[src/rtl/throttle_pwm.sv]
// Servo-style throttle PWM: microsecond timebase, frame-synchronous slew-limited
// command, and a three-state pulse generator that truncates the pulse when disarmed.
module throttle_pwm #(
    parameter int CLOCKS_PER_US = 65,
    parameter int FRAME_US      = 20000,
    parameter int MIN_US        = 1000,
    parameter int MAX_US        = 2000,
    parameter int SLEW          = 4
) (
    input  logic       clock,
    input  logic       reset,
    input  logic       on,
    input  logic [7:0] hover,
    output logic       pwm_out,
    output logic       frame_strobe,
    output logic [7:0] applied
);

    // state    | meaning
    // DISARMED | no pulse this frame; waiting for a boundary with on=1
    // PULSE    | pwm_out high, us_cnt below the latched width
    // GAP      | pulse finished (or cut short); low until the next boundary

    localparam int PW = (CLOCKS_PER_US > 1) ? $clog2(CLOCKS_PER_US) : 1;
    localparam int UW = (FRAME_US > 1) ? $clog2(FRAME_US) : 1;
    localparam int CW = (UW > 12) ? UW : 12;

    localparam logic [PW-1:0] PRE_LAST = PW'(CLOCKS_PER_US - 1);
    localparam logic [UW-1:0] US_LAST  = UW'(FRAME_US - 1);
    localparam logic [8:0]    SLEW9    = 9'(SLEW);
    localparam logic [CW-1:0] MIN_W    = CW'(MIN_US);
    localparam logic [CW-1:0] MAX_W    = CW'(MAX_US);

    typedef enum logic [1:0] {
        DISARMED = 2'd0,
        PULSE    = 2'd1,
        GAP      = 2'd2
    } state_t;

    state_t          state, state_nxt;
    logic [PW-1:0]   presc;
    logic [UW-1:0]   us_cnt;
    logic [CW-1:0]   width, width_nxt, raw_w;
    logic [7:0]      applied_nxt;
    logic [8:0]      a9, h9, up9, dn9;
    logic            tick, boundary, pulse_end;

    assign tick      = (presc == PRE_LAST);
    assign boundary  = tick && (us_cnt == US_LAST);
    assign pulse_end = tick && (CW'(us_cnt) == (width - CW'(1)));

    always_ff @(posedge clock or negedge reset) begin
        if (!reset) begin
            presc  <= '0;
            us_cnt <= '0;
        end else if (tick) begin
            presc  <= '0;
            us_cnt <= (us_cnt == US_LAST) ? '0 : us_cnt + UW'(1);
        end else begin
            presc  <= presc + PW'(1);
        end
    end

    // Slew step done at 9 bits so neither the +SLEW nor the -SLEW path can wrap.
    assign a9  = {1'b0, applied};
    assign h9  = {1'b0, hover};
    assign up9 = a9 + SLEW9;
    assign dn9 = a9 - SLEW9;

    always_comb begin
        applied_nxt = applied;
        if (!on) begin
            applied_nxt = 8'd0;
        end else if (h9 > up9) begin
            applied_nxt = up9[7:0];
        end else if ((a9 >= SLEW9) && (h9 < dn9)) begin
            applied_nxt = dn9[7:0];
        end else begin
            applied_nxt = hover;
        end
        raw_w     = MIN_W + (CW'(applied_nxt) << 2);
        width_nxt = (raw_w > MAX_W) ? MAX_W : raw_w;
    end

    always_ff @(posedge clock or negedge reset) begin
        if (!reset) begin
            applied <= '0;
            width   <= '0;
        end else if (boundary) begin
            applied <= applied_nxt;
            width   <= width_nxt;
        end
    end

    always_comb begin
        state_nxt = state;
        case (state)
            DISARMED: begin
                if (boundary && on) state_nxt = PULSE;
            end
            PULSE: begin
                if (boundary)               state_nxt = on ? PULSE : DISARMED;
                else if (!on || pulse_end)  state_nxt = GAP;
            end
            GAP: begin
                if (boundary)               state_nxt = on ? PULSE : DISARMED;
            end
            default: state_nxt = DISARMED;
        endcase
    end

    always_ff @(posedge clock or negedge reset) begin
        if (!reset) begin
            state        <= DISARMED;
            pwm_out      <= 1'b0;
            frame_strobe <= 1'b0;
        end else begin
            state        <= state_nxt;
            pwm_out      <= (state_nxt == PULSE);
            frame_strobe <= boundary;
        end
    end

endmodule
[config.mk]
export PLATFORM = sky130hd
export DESIGN_NAME = throttle_pwm
export DESIGN_NICKNAME = d
export VERILOG_FILES = /design/src/rtl/throttle_pwm.sv
export SDC_FILE = /design/constraint.sdc
export NUM_CORES = 1
export LEC_CHECK = 0
export BUFFER_PORTS_ARGS = -buffer_cell sky130_fd_sc_hd__buf_2
export CAP_MARGIN = 20
export CORE_AREA = 2 2 91 71
export DETAILED_ROUTE_END_ITERATION = 16
export DIE_AREA = 0 0 93 73
export PLACE_DENSITY = 0.81
export SLEW_MARGIN = 20
export SYNTH_ARGS = -nofsm -noshare
export SYNTH_HDL_FRONTEND = slang
export SYNTH_SLANG_ARGS = --single-unit
[constraint.sdc]
create_clock -name clock -period 4.3 [get_ports clock]
set_input_delay 0.215 -clock clock [delete_from_list [all_inputs] [get_ports clock]]
set_output_delay 0.215 -clock clock [all_outputs]
set_load 0.02 [all_outputs]
# Word-level counts from Yosys, hierarchy flattened
# Index checks and enable logic that the tools add are counted.
word_totals:
  in_bits: 11
  reg_bits: 49
  output_inout_bits: 10
op_classes:
  add_sub_neg: 6
  mux: 12
  magnitude_cmp: 4
  reduce_logical: 7
  n_eq_ne: 6
ops:
  columns: ["cell", "count"]
  rows:
  - ["$mux 8", 3]
  - ["$add 15x1->15 const B", 1]
  - ["$eq 15x15->1", 1]
  - ["$eq 15x15->1 const B", 1]
  - ["$mux 15", 1]
  - ["$sub 15x1->15 const B", 1]
  - ["$add 10x10->11 const A", 1]
  - ["$gt 11x11->1 const B", 1]
  - ["$mux 11", 1]
  - ["$add 8x3->9 const B", 1]
  - ["$gt 8x9->1", 1]
  - ["$lt 8x9->1", 1]
  - ["$sub 8x3->9 const B", 1]
  - ["$ge 8x3->1 const B", 1]
  - ["$mux 2", 4]
  - ["$add 7x1->7 const B", 1]
  - ["$eq 7x7->1 const B", 1]
  - ["$mux 7", 1]
  - ["$pmux 2 s3", 1]
  - ["$eq 2x1->1 const B", 2]
  - ["$logic_and 1x1->1", 4]
  - ["$eq 2x2->1 const B", 1]
  - ["$logic_not 2->1", 1]
  - ["$logic_not 1->1", 1]
  - ["2 further kinds", 2]

# Depth between registers and ports, before layout
logic_depth:
  ltp_word: 9
  depth_mapped: 14
  ltp_nobuf: 13

# Worst setup path before layout
# OpenSTA, ideal clock, no wires.
synth_timing:
  path_kind: "reg-to-reg"
  startpoint: "reg applied[6]"
  endpoint: "reg width[2]"
  stages_incl_launch_ff: 14
  arrival_time_ns: 3.510
  period_less_slack_ns: 3.631
  slack_ns: 0.669
  path_buffers: 1
  cell_sequence: "dfrtp_1 clkbuf_1 and3_2 nand3_1 xor2_1 ha_1 a211oi_1 nand3_1 o2bb2ai_1 nor2_1 or4_4 a2111oi_2 nand3_2 a22o_1"
synth_between:
  elab_chain_len: 9
  elab_cells_between_ends: 12
  classes_between: "add/sub (3); order compare (4); mux (4); reduce/logical (1)"
synth_rtl:
  columns: ["item", "line", "text"]
  rows:
  - ["start, declared", "16", "output logic [7:0] applied"]
  - ["start signal, assigned", "90", "applied <= applied_nxt;"]
  - ["$sub 8x3->9", "68", "assign dn9 = a9 - SLEW9;"]
  - ["$lt 8x9->1", "76", "end else if ((a9 >= SLEW9) && (h9 < dn9)) begin"]
  - ["$logic_and 1x1->1", "76", null]
  - ["$mux 8", "76", null]
  - ["$mux 8 *", "74", "end else if (h9 > up9) begin"]
  - ["$mux 8 *", "72", "if (!on) begin"]
  - ["$add 10x10->11 *", "81", "raw_w = MIN_W + (CW'(applied_nxt) << 2);"]
  - ["$gt 11x11->1", "82", "width_nxt = (raw_w > MAX_W) ? MAX_W : raw_w;"]
  - ["$mux 11 *", "82", null]
  - ["end signal, assigned", "91", "width <= width_nxt;"]
  - ["end, declared", "43", "logic [CW-1:0] width, width_nxt, raw_w;"]
# Mark *: on every way between the ends. The rest lies on a longest branch, timed or not.
# A chain may end at the register's enable or synchronous reset.

# Worst setup path in the final report
layout_timing:
  startpoint: "reg applied[2]"
  endpoint: "reg width[2]"
# The elaborated chain is that of the path after synthesis.

==> out/results.txt <==
Status: finished clean
Power density cells: 217 nW/um^2
Clock transition at path regs: 80 ps
Mapped Area: 3080 sq um
Setup slack, reg-to-reg: 280 ps
CTS Hold Bufs: 0
Longest Clk Path Bufs: 2
Register area share after synthesis: 0.349
Total setup buffers inserted after CTS: 0
Max-slew headroom: 0.384
EDFF count, synth: 0
Syn. warnings: 0
H-tree depth: 2
Worst setup SP type: register
Core Box Area: 6010 sq um
Post-synth net total: 383
Worst Path Arrival: 4200 ps
CP dominant cell by count: ha_1
Fmax: 0.249 GHz
Num CTS Buffers: 5
Sw Ratio: 0.250
Kind of end point of the critical path: register
# clock sinks: 43
Design area: 3310 sq um
#FFs+latches synth: 43
Min cycle time layout: 4020 ps
Cell-internal power: 540 uW
Detailed Place HPWL: 5360 um
Die area: 6790 sq um
Peak supply drop: 128 uV
Post-Layout Cell Count: 450
Share of cells above drive strength 1: 0.108
Initial DRC Count: 262
Inst Count DP: 444
Layout Nets: 401
Final Skew: 3.96 ps
Slew Limit Fails: 0
Reg2Reg Depth: 12
R2R Path End: width[2]
Async SR Flop Fraction: 1.00
Root Buffer: clkbuf_8
CTS tree: built
CP Launch Point: applied[2]
Pin count of the biggest net entering global routing: 44
Number of fillers in the final layout: 569
I/O Buffers: 20
Lkg Pwr: 0.00146 uW
Synth cell types: 61
Vias per inst: 6.02
Fin crit share: 0.936
Vias in the first global route: 2489
Power share of the combinational group: 0.096
Clock Power Share: 0.331
Area growth, synth to finish: 7.64%
Final Hold Violating Endpoints: 0
Gr ovfl total: 0
First-pass GRT wire length: 12100 um
Post-Place Worst Slack: 360 ps
IO Count: 21
Syn_area_per_cell: 8.75 sq um
Overall die height: 73 um
Vias: 2710
MaxCap Viol Count: 0
Crit path kind: reg2reg
Slowest CP cell: or4_4
Drt pass-1 iters: 5
Prevailing post-synth register cell: dfrtp_1
Setup TNS: 0 ps
WL/cell: 15.8 um
Initial antenna violation count: 0
Flop pwr share: 0.573
Placement row count: 25
P_sw: 179 uW
Drc violations: 0
Maximum fanout along the worst path: 8
Worst path max stage delay: 560 ps
Initial Util: 0.513
Cell Area, Placed: 3240 sq um
Synth Instances: 352
Worst r2r src: applied[2]
RSZ-0062 raised after global routing: false
Final Setup Violations: 0
Final WS setup: 277 ps
Post_cts resized: 0
RePlAce Congestion: 0.966
# diodes: 0
Worst-margin pin slew: 924 ps
Total detailed-routing wirelength: 7090 um
Hold Crit Class: in2async
Worst-Skew Late Latency: 290 ps
Antenna-violating nets left: 0
Cell Chain, Critical Path: ha_1 > and3_1 > xnor2_1 > ha_1 > a211oi_1 > nand3_1 > o2bb2ai_1 > nor2_1 > or4_4 > a2111oi_2 > nand3_2 > a22o_1
Chip width: 93 um
Fin Hold WS: 59.4 ps
Critical Path RT: 4480 ps
Tot GR Track Use: 0.223
-- per-stage QoR --
step / total power, uW / util
floorplan: 462 / -
global placement: 486 / 0.540
detailed placement: 488 / 0.540
CTS: 723 / 0.552
global route: 755 / 0.552
finish: 719 / 0.552
-- power by group through the flow --
stage          Combinational [uW]  Sequential [uW]  Clock (uW)
3_5_place_dp                 68.0              420           0
3_3_place_gp                 66.4              420           0
2_1_floorplan                43.3              418           0
4_1_cts                      68.2              412         243
6_report                     69.0              412         238
5_1_grt                      77.1              413         266
-- worst max-delay path: cells and delay by family, from the launching register on --
family / cells / cell delay, ps
DFF: 1 / 450
adders and majority gates: 2 / 590
xor gates and xnor gates: 1 / 300
and+or+nand+nor: 5 / 1220
AOI/OAI and AO/OA: 4 / 1340
-- sequential cells by signal, indices dropped and copies added, names as in the netlist --
signal,count
us_cnt,15
state,2
frame_strobe,1
pwm_out,1
width,9
presc,7
applied,8
-- cell families after synthesis --
family,count (synthesis),share of synthesized area
AOI/OAI and AO/OA,78,0.178
xor gates and xnor gates,39,0.111
adders and majority gates,20,0.0813
buffers and inverters,30,0.0418
DFF,43,0.349
muxes,2,0.00650
and+or+nand+nor,140,0.232
-- Yosys cell counts (all sizes together) (7+ instances only) --
cell type / count / area, sq um
nor2: 32 / 123
xor2: 15 / 131
nand4: 7 / 43.8
o21ai: 19 / 95.1
and3: 8 / 51.3
inv: 17 / 63.8
xnor2: 24 / 210
clkbuf: 8 / 30.0
nand2: 28 / 105
ha: 20 / 250
a31oi: 8 / 50.1
nand3: 28 / 145
dfrtp: 43 / 1080
nor3: 11 / 55.1
a21oi: 13 / 65.1
-- layer usage --
metal | track usage | routed length [um] | part of all wire | vias up
met5 | 0 | 0 | 0 | -
met4 | 0.0474 | 55 | 0.0078 | 0
met3 | 0.0455 | 504 | 0.071 | 8
met2 | 0.333 | 3040 | 0.43 | 101
met1 | 0.337 | 3490 | 0.49 | 1287
li1 | - | - | - | 1314
-- cells in the final DEF (no fill, tap or decap), types with 2 or more instances in the layout --
cell       count
dfrtp_1       43
nor2_1        31
nand2_1       28
nand3_1       27
xnor2_1       24
ha_1          20
buf_2         20
o21ai_0       18
inv_1         17
xor2_1        15
a21oi_1       13
nor3_1        11
a31oi_1        8
and3_1         7
nand4_1        7
nand2b_1       6
nor4_1         5
a22o_1         5
clkbuf_8       5
a21o_1         4
o31ai_1        3
or2_2          3
a211oi_1       3
o211ai_1       3
buf_4          3
or4_4          2
a2bb2oi_1      2
o22ai_1        2
mux2i_1        2
-- worst max-delay path by stage --
| stage | endpoint | cells past startpoint |
|---|---|---|
| floorplan | width[2] | 13 |
| global placement | width[3] | 12 |
| detailed placement | width[2] | 12 |
| CTS | width[3] | 12 |
| global route | width[3] | 12 |
| finish | width[2] | 12 |
-- area by class of cell --
type	count	area (sq um)	area share
flip-flops and latches	43	1080	0.325
inverters	18	67.6	0.0204
repair buffers	23	123	0.0370
multi-input cells	279	1870	0.565
clock buffers	6	72.6	0.0219
well taps	81	101	0.0306
(Power assumes the default switching activity.)
